--- src/rtl/move_step_counter.sv ---
// move_step_counter: prescaled, bounded playfield movement counter.
// A prescaler turns enabled cycles into step ticks. On each tick the position
// advances by STEP and, at a boundary, either bounces (MOVE_BOUNCE_EN defined)
// or wraps back to MIN (MOVE_BOUNCE_EN undefined, the default build).
// Ports:
//   clk_i       system clock, rising edge
//   rst_i       synchronous active-high reset
//   en_i        advance enable (frame tick or level)
//   load_i      synchronous load of load_val_i (clamped to MIN..MAX)
//   load_val_i  position to load
//   count_o     current position (registered)
//   dir_o       0 = increasing, 1 = decreasing (always 0 in wrap build)
//   step_o      one-cycle pulse in the cycle count_o took a step
//   edge_o      one-cycle pulse in the cycle a boundary was hit
module move_step_counter #(
    parameter int unsigned WIDTH    = 11,
    parameter int unsigned PRESCALE = 4,
    parameter int unsigned MIN      = 0,
    parameter int unsigned MAX      = 600,
    parameter int unsigned STEP     = 1
) (
    input  logic             clk_i,
    input  logic             rst_i,
    input  logic             en_i,
    input  logic             load_i,
    input  logic [WIDTH-1:0] load_val_i,
    output logic [WIDTH-1:0] count_o,
    output logic             dir_o,
    output logic             step_o,
    output logic             edge_o
);

    localparam int unsigned PW = (PRESCALE > 1) ? $clog2(PRESCALE) : 1;
    localparam int unsigned XW = WIDTH + 1;

    localparam logic [PW-1:0]    PRESC_LAST = PW'(PRESCALE - 1);
    localparam logic [XW-1:0]    MIN_X      = XW'(MIN);
    localparam logic [XW-1:0]    MAX_X      = XW'(MAX);
    localparam logic [XW-1:0]    STEP_X     = XW'(STEP);
    localparam logic [WIDTH-1:0] MIN_W      = WIDTH'(MIN);
    localparam logic [WIDTH-1:0] MAX_W      = WIDTH'(MAX);

    logic [PW-1:0]    presc_q, presc_d;
    logic [WIDTH-1:0] count_q, count_d;
    logic             step_q,  step_d;
    logic             edge_q,  edge_d;
`ifdef MOVE_BOUNCE_EN
    logic             dir_q,   dir_d;
    localparam logic [XW-1:0] LOW_X = XW'(MIN + STEP);
`endif

    logic             tick_c;
    logic [XW-1:0]    count_x_c;
    logic [XW-1:0]    sum_c;
    logic [XW-1:0]    load_x_c;

    // All bound checks are done one bit wider so nothing wraps silently.
    assign tick_c    = en_i && (presc_q == PRESC_LAST);
    assign count_x_c = {1'b0, count_q};
    assign sum_c     = count_x_c + STEP_X;
    assign load_x_c  = {1'b0, load_val_i};

    // Next-state: load > tick > prescale > hold.
    always_comb begin
        presc_d = presc_q;
        count_d = count_q;
        step_d  = 1'b0;
        edge_d  = 1'b0;
`ifdef MOVE_BOUNCE_EN
        dir_d   = dir_q;
`endif
        if (load_i) begin
            presc_d = '0;
            if (load_x_c < MIN_X) begin
                count_d = MIN_W;
            end else if (load_x_c > MAX_X) begin
                count_d = MAX_W;
            end else begin
                count_d = load_val_i;
            end
`ifdef MOVE_BOUNCE_EN
            dir_d   = 1'b0;
`endif
        end else if (tick_c) begin
            presc_d = '0;
            step_d  = 1'b1;
`ifdef MOVE_BOUNCE_EN
            if (!dir_q) begin
                if (sum_c <= MAX_X) begin
                    count_d = sum_c[WIDTH-1:0];
                end else begin
                    count_d = MAX_W;
                    dir_d   = 1'b1;
                    edge_d  = 1'b1;
                end
            end else begin
                if (count_x_c >= LOW_X) begin
                    count_d = count_q - WIDTH'(STEP);
                end else begin
                    count_d = MIN_W;
                    dir_d   = 1'b0;
                    edge_d  = 1'b1;
                end
            end
`else
            if (sum_c <= MAX_X) begin
                count_d = sum_c[WIDTH-1:0];
            end else begin
                count_d = MIN_W;
                edge_d  = 1'b1;
            end
`endif
        end else if (en_i) begin
            presc_d = presc_q + PW'(1);
        end
    end

    // State registers with synchronous reset.
    always_ff @(posedge clk_i) begin
        if (rst_i) begin
            presc_q <= '0;
            count_q <= MIN_W;
            step_q  <= 1'b0;
            edge_q  <= 1'b0;
`ifdef MOVE_BOUNCE_EN
            dir_q   <= 1'b0;
`endif
        end else begin
            presc_q <= presc_d;
            count_q <= count_d;
            step_q  <= step_d;
            edge_q  <= edge_d;
`ifdef MOVE_BOUNCE_EN
            dir_q   <= dir_d;
`endif
        end
    end

    assign count_o = count_q;
    assign step_o  = step_q;
    assign edge_o  = edge_q;
`ifdef MOVE_BOUNCE_EN
    assign dir_o   = dir_q;
`else
    assign dir_o   = 1'b0;
`endif

endmodule
--- config.mk ---
export PLATFORM = sky130hd
export DESIGN_NAME = move_step_counter
export DESIGN_NICKNAME = d
export VERILOG_FILES = /design/src/rtl/move_step_counter.sv
export SDC_FILE = /design/constraint.sdc
export NUM_CORES = 1
export LEC_CHECK = 0
export ABC_CLOCK_PERIOD_IN_PS = 2300
export BUFFER_PORTS_ARGS = -buffer_cell sky130_fd_sc_hd__buf_4
export CAP_MARGIN = 0
export CORE_ASPECT_RATIO = 0.6
export CORE_MARGIN = 2
export CORE_UTILIZATION = 45
export CTS_BUF_LIST = sky130_fd_sc_hd__clkbuf_4 sky130_fd_sc_hd__clkbuf_8 sky130_fd_sc_hd__clkbuf_16
export DETAILED_ROUTE_END_ITERATION = 10
export PLACE_DENSITY = 0.73
export RECOVER_POWER = 25
export SYNTH_ARGS = -nofsm -noshare
export SYNTH_HDL_FRONTEND = slang
export SYNTH_SLANG_ARGS = --single-unit
--- constraint.sdc ---
create_clock -name clk_i -period 2.3 [get_ports clk_i]
set_clock_uncertainty 0.15 [all_clocks]
set_input_delay 0.115 -clock clk_i [delete_from_list [all_inputs] [get_ports clk_i]]
set_output_delay 0.115 -clock clk_i [all_outputs]
set_load 0.005 [all_outputs]
# --- Word level (Yosys, flattened, before mapping) ---
# Index checks and enable logic that the tools add are counted.
totals:
  register_bits: 15
  input_bits: 15
  output_inout_bits: 14
  wordCells: 23
classes:
  addsub: 2
  n_lt_le_gt_ge: 3
  n_eq_ne: 1
  mux: 7
  bitwise_logic: 1
  n_reduce_logical: 5
op_table:
  columns: ["op", "count"]
  rows:
  - ["11-bit two-way mux", 5]
  - ["11-bit by 1-bit adder with 12-bit output (second input constant)", 1]
  - ["12-bit by 10-bit less-or-equal comparator with 1-bit output (second input constant)", 1]
  - ["11-bit by 10-bit greater-than comparator with 1-bit output (second input constant)", 1]
  - ["11-bit by 1-bit < comparator with 1-bit output (second input constant)", 1]
  - ["3-bit OR reduction", 2]
  - ["2-bit by 1-bit adder with 2-bit output (second input constant)", 1]
  - ["2-bit == test (second input constant)", 1]
  - ["1-bit two-way mux", 2]
  - ["2-bit nonzero test", 1]
  - ["2-bit OR reduction", 1]
  - ["1-bit logical AND", 1]
  - ["1-bit inverter", 1]

# --- Logic depth before layout (Yosys ltp) ---
depth:
  word_depth: 5
  mapped_depth: 9
  mapped_depth_nobuf: 8

# --- Least setup slack after synthesis ---
# OpenSTA, ideal clock, no wires.
synth_path:
  path_kind: "register to register"
  from: "reg count_q[0], in the netlist count_o[0]"
  to: "reg count_q[1], in the netlist count_o[1]"
  setup_time_ps: 86
  arrival_ps: 2133
  required_time_ps: 2064
  setup_slack_ps: -69
  path_stages_with_launch: 10
  path_buffers: 1
  synth_period_minus_slack_ps: 2369
  path_cell_list: "dfxtp_1 > ha_1 > buf_6 > nand3_1 > nor3_1 > mux2i_1 > inv_1 > o31ai_4 > a32oi_1 > a211oi_1"
synth_between:
  elab_chain_cells: 5
synth_rtl:
  columns: ["item", "line", "text"]
  rows:
  - ["from (decl)", "44", "logic [WIDTH-1:0] count_q, count_d;"]
  - ["from (signal assigned)", "130", "count_q <= count_d;"]
  - ["11-bit by 1-bit adder with 12-bit output (*)", "60", "assign sum_c = count_x_c + STEP_X;"]
  - ["12-bit by 10-bit less-or-equal comparator with 1-bit output", "106", "if (sum_c <= MAX_X) begin"]
  - ["11-bit two-way mux (*)", "106", null]
  - ["11-bit two-way mux (*)", "84", "end else if (tick_c) begin"]
  - ["11-bit two-way mux (*)", "72", "if (load_i) begin"]
# Every way passes the cells marked *; elsewhere a longest branch is shown, timed or not. The select of a mux whose other input is x is not followed.
# A chain may end at the register's enable or synchronous reset.

# --- Worst setup path after layout ---
layout_path:
  from: "reg count_q[1], in the netlist count_o[1]"
  to: "reg count_q[8], in the netlist count_o[8]"
# Same word-level chain as after synthesis.

==> metrics list <==
- Yosys reg bits: 15
- Post-DR wirelength/cell: 16.4 um
* CTS sink count: 15
* Crit-path max FO: 8
- In the global route stage, met1 resource usage came out at 34.8%.
- For this block, the routed nets add up to 3330 um of wire.
- Vias in the first global route: 1,125
- Prevailing post-synth register cell: dfxtp_1
- After synthesis the cells add up to 1050 sq um.
- met2 is the most crowded layer.
* Most used cells in the layout excluding fill and tap cells: buf_4, nor2_1, nand2_1
- Dividing the detail-routed via count by the number of cells gives 6.09.
* Warnings from Yosys: 0
- Synth Instances: 136
- The worst setup path is of the reg2reg kind.
* Clock input transition at the sequential cells of the worst setup and hold paths: 60 ps
* Horizontal die dimension: 66.5 um
* Highest clock rate: 452 MHz
- The min-delay analysis places its worst path in the category in2reg.
- The clock passes through at most 2 buffers.
- Post-layout power: 0.648 mW
- Pwr/cell area: 442 nW/um^2
* Global-route wire length before repair: 5490 um
- For this block, the initial DRC count from the detailed router was 98.
- Nets: 192
* Worst-case vdd ir drop: 0.000341 V
* Crit end category: flop
- Core area: 2200 sq um
- RSZ-0062 raised after global routing: true
* Arrival time reported for the critical path endpoint: 2240 ps
* Diodes inserted: 0
- Number of placement rows: 13
* Remaining design rule violation count: 0
- From bottom edge to top edge, the die measures 41.5 um.
* Distinct cell type count of the synthesized netlist: 43
- Sum Neg Setup Slack: 0 ps
* Synthesized net count: 154
* Portion of the post-synthesis area used by sequential elements: 28.5%
- After detailed placement, the total cell area comes to 1330 sq um.
- Starting density of the core: 48.0%
- The number of antenna violations at the first check in global routing is 0.
* Run status: complete, no violations
- Total routing usage reported by global routing: 26.2%
- Detailed placement ended at an HPWL of 2460 um.
* CTS H-tree lvls: 1
* MaxCap Viol Count: 0
- Count of endpoints failing setup in the final report: 0
* Slew Viols, Final: 0
- I/O pin count: 29
* CP startpoint kind: flop
- Layout cell share with drive strength beyond 1: 38.7%
* Setup slack after layout: 85.9 ps
- Avg Cell Area, Syn: 7.76 sq um
* Hold buffer count at CTS: 0
* Synth-to-layout area growth: 39.0%
- Area enclosed by the die boundary: 2760 sq um
- Counting flops with an async set or reset pin after synthesis yields a share of 0%.
- In this run the remaining antenna-violating nets after routing total 0.
* TritonCTS Buffers: 3
- Prior to clock tree synthesis, the placed netlist has a worst setup slack of -48.6 ps.
- Post-route fraction of the period consumed by the critical path: 96.3%
- Crit path required time: 2330 ps
- Buffers placed on the I/O ports in this run total 27.
- Most frequent standard cell in the layout excluding fill and tap cells: buf_4
- Largest net degree at the start of global routing: 17
- Total leakage power: 0.588 nW
* Final instance area: 1470 sq um
* Last weighted congestion value of the routability-driven placer: 0.927
* Routed vias: 1,236
- Global routing consumed, on the met3 layer, 7.32% of the routing resources.
* Count of TritonRoute iterations in the first routing pass: 4
- Worst skew pair latency: 250 ps
- Final global-route overflow total: 0
* Count of flip-flops with a built-in enable after synthesis: 0
- Clock root buffer: clkbuf_8
- TritonCTS clock tree: built
* Utilization of the core after routing: 66.8%
* Global-route track usage on met2: 39.8%
- For the finished layout, the period the worst path requires is 2210 ps.
- Final hold viol count: 0
==> routing by layer <==
layer / part of all wire (%) / up-vias
li1: - / 585
met5: 0 / -
met2: 44 / 69
met3: 10 / 14
met1: 42 / 568
met4: 3.2 / 0
==> registers in the layout (all words and copies together) (netlist names) <==
signal   cells
step_o       1
count_o     11
presc_q      2
edge_o       1
==> final timing paths <==
check                                             start                      end  slack, ps  depth (start not counted)
worst max-delay path            count_o[1]$_SDFFE_PP0P_  count_o[8]$_SDFFE_PP0P_         90                         11
worst min-delay path                      load_val_i[8]  count_o[8]$_SDFFE_PP0P_          1                          3
worst max register to register  count_o[1]$_SDFFE_PP0P_  count_o[8]$_SDFFE_PP0P_         90                         11
worst min register to register  presc_q[1]$_SDFFE_PP0P_  presc_q[1]$_SDFFE_PP0P_        380                          2
==> metrics by stage <==
stage | hold slack, ps | std cells
2_1_floorplan | 66.3 | 136
3_3_place_gp | 259 | 196
3_5_place_dp | 270 | 196
4_1_cts | 3.38 | 201
5_1_grt | 1.64 | 203
6_report | 1.49 | 203
==> cell usage after synthesis (2+ instances only) <==
cell type   n  share of area, %
o21ai_0     4               1.9
and3_1      2               1.2
a22oi_1     2               1.4
mux2i_1     2               1.9
o32ai_1     6               5.0
a21oi_1    10               4.7
nor3_1      9               4.3
nor2_1     16               5.7
xnor2_1     5               4.2
a31oi_1     5               3.0
nand3_1     6               2.8
nand2_1    13               4.6
clkbuf_1    4               1.4
dfxtp_1    15                28
a32oi_1     2               1.7
inv_1       5               1.8
o31ai_1     2               1.4
ha_1        3               3.6
==> where the power goes <==
part / switching [mW] / internal, mW / total, mW
Combinational: 0.0684 / 0.0652 / 0.134
Clock: 0.0968 / 0.135 / 0.232
Sequential: 0.0118 / 0.271 / 0.283
==> cell type report <==
class                   instances  area [sq um]
fillers                       180           729
multi-input cells             109           751
well taps                      30          37.5
clock buffers                   4          48.8
repair buffers                 40           304
inverters                       5          18.8
flip-flops and latches         15           307
==> cell families after synthesis <==
group | synth area share (%)
and+or+nand+nor | 25.3
AOI/OAI and AO/OA | 30.0
DFF | 28.5
buffers and inverters | 5.46
xor gates and xnor gates | 4.98
adders and majority gates | 3.56
muxes | 1.90
other | 0.356
==> critical path, cell delays in order, from the launching register on <==
cell and delay [ps]:
dfxtp_2 340, ha_4 190, and3_4 190, and3_4 180, a21oi_2 140, a221oi_2 40
buf_4 160, o31ai_4 220, buf_6 170, buf_4 110, nand3_1 80, a31oi_1 170
==> what timing repair did <==
item | in CTS | in global routing
gates resized for setup | 1 | 16
pin swaps | 1 | 6
buffers inserted | 1 | 2
setup endpoints to repair | 7 | 10
(Power assumes the default switching activity.)
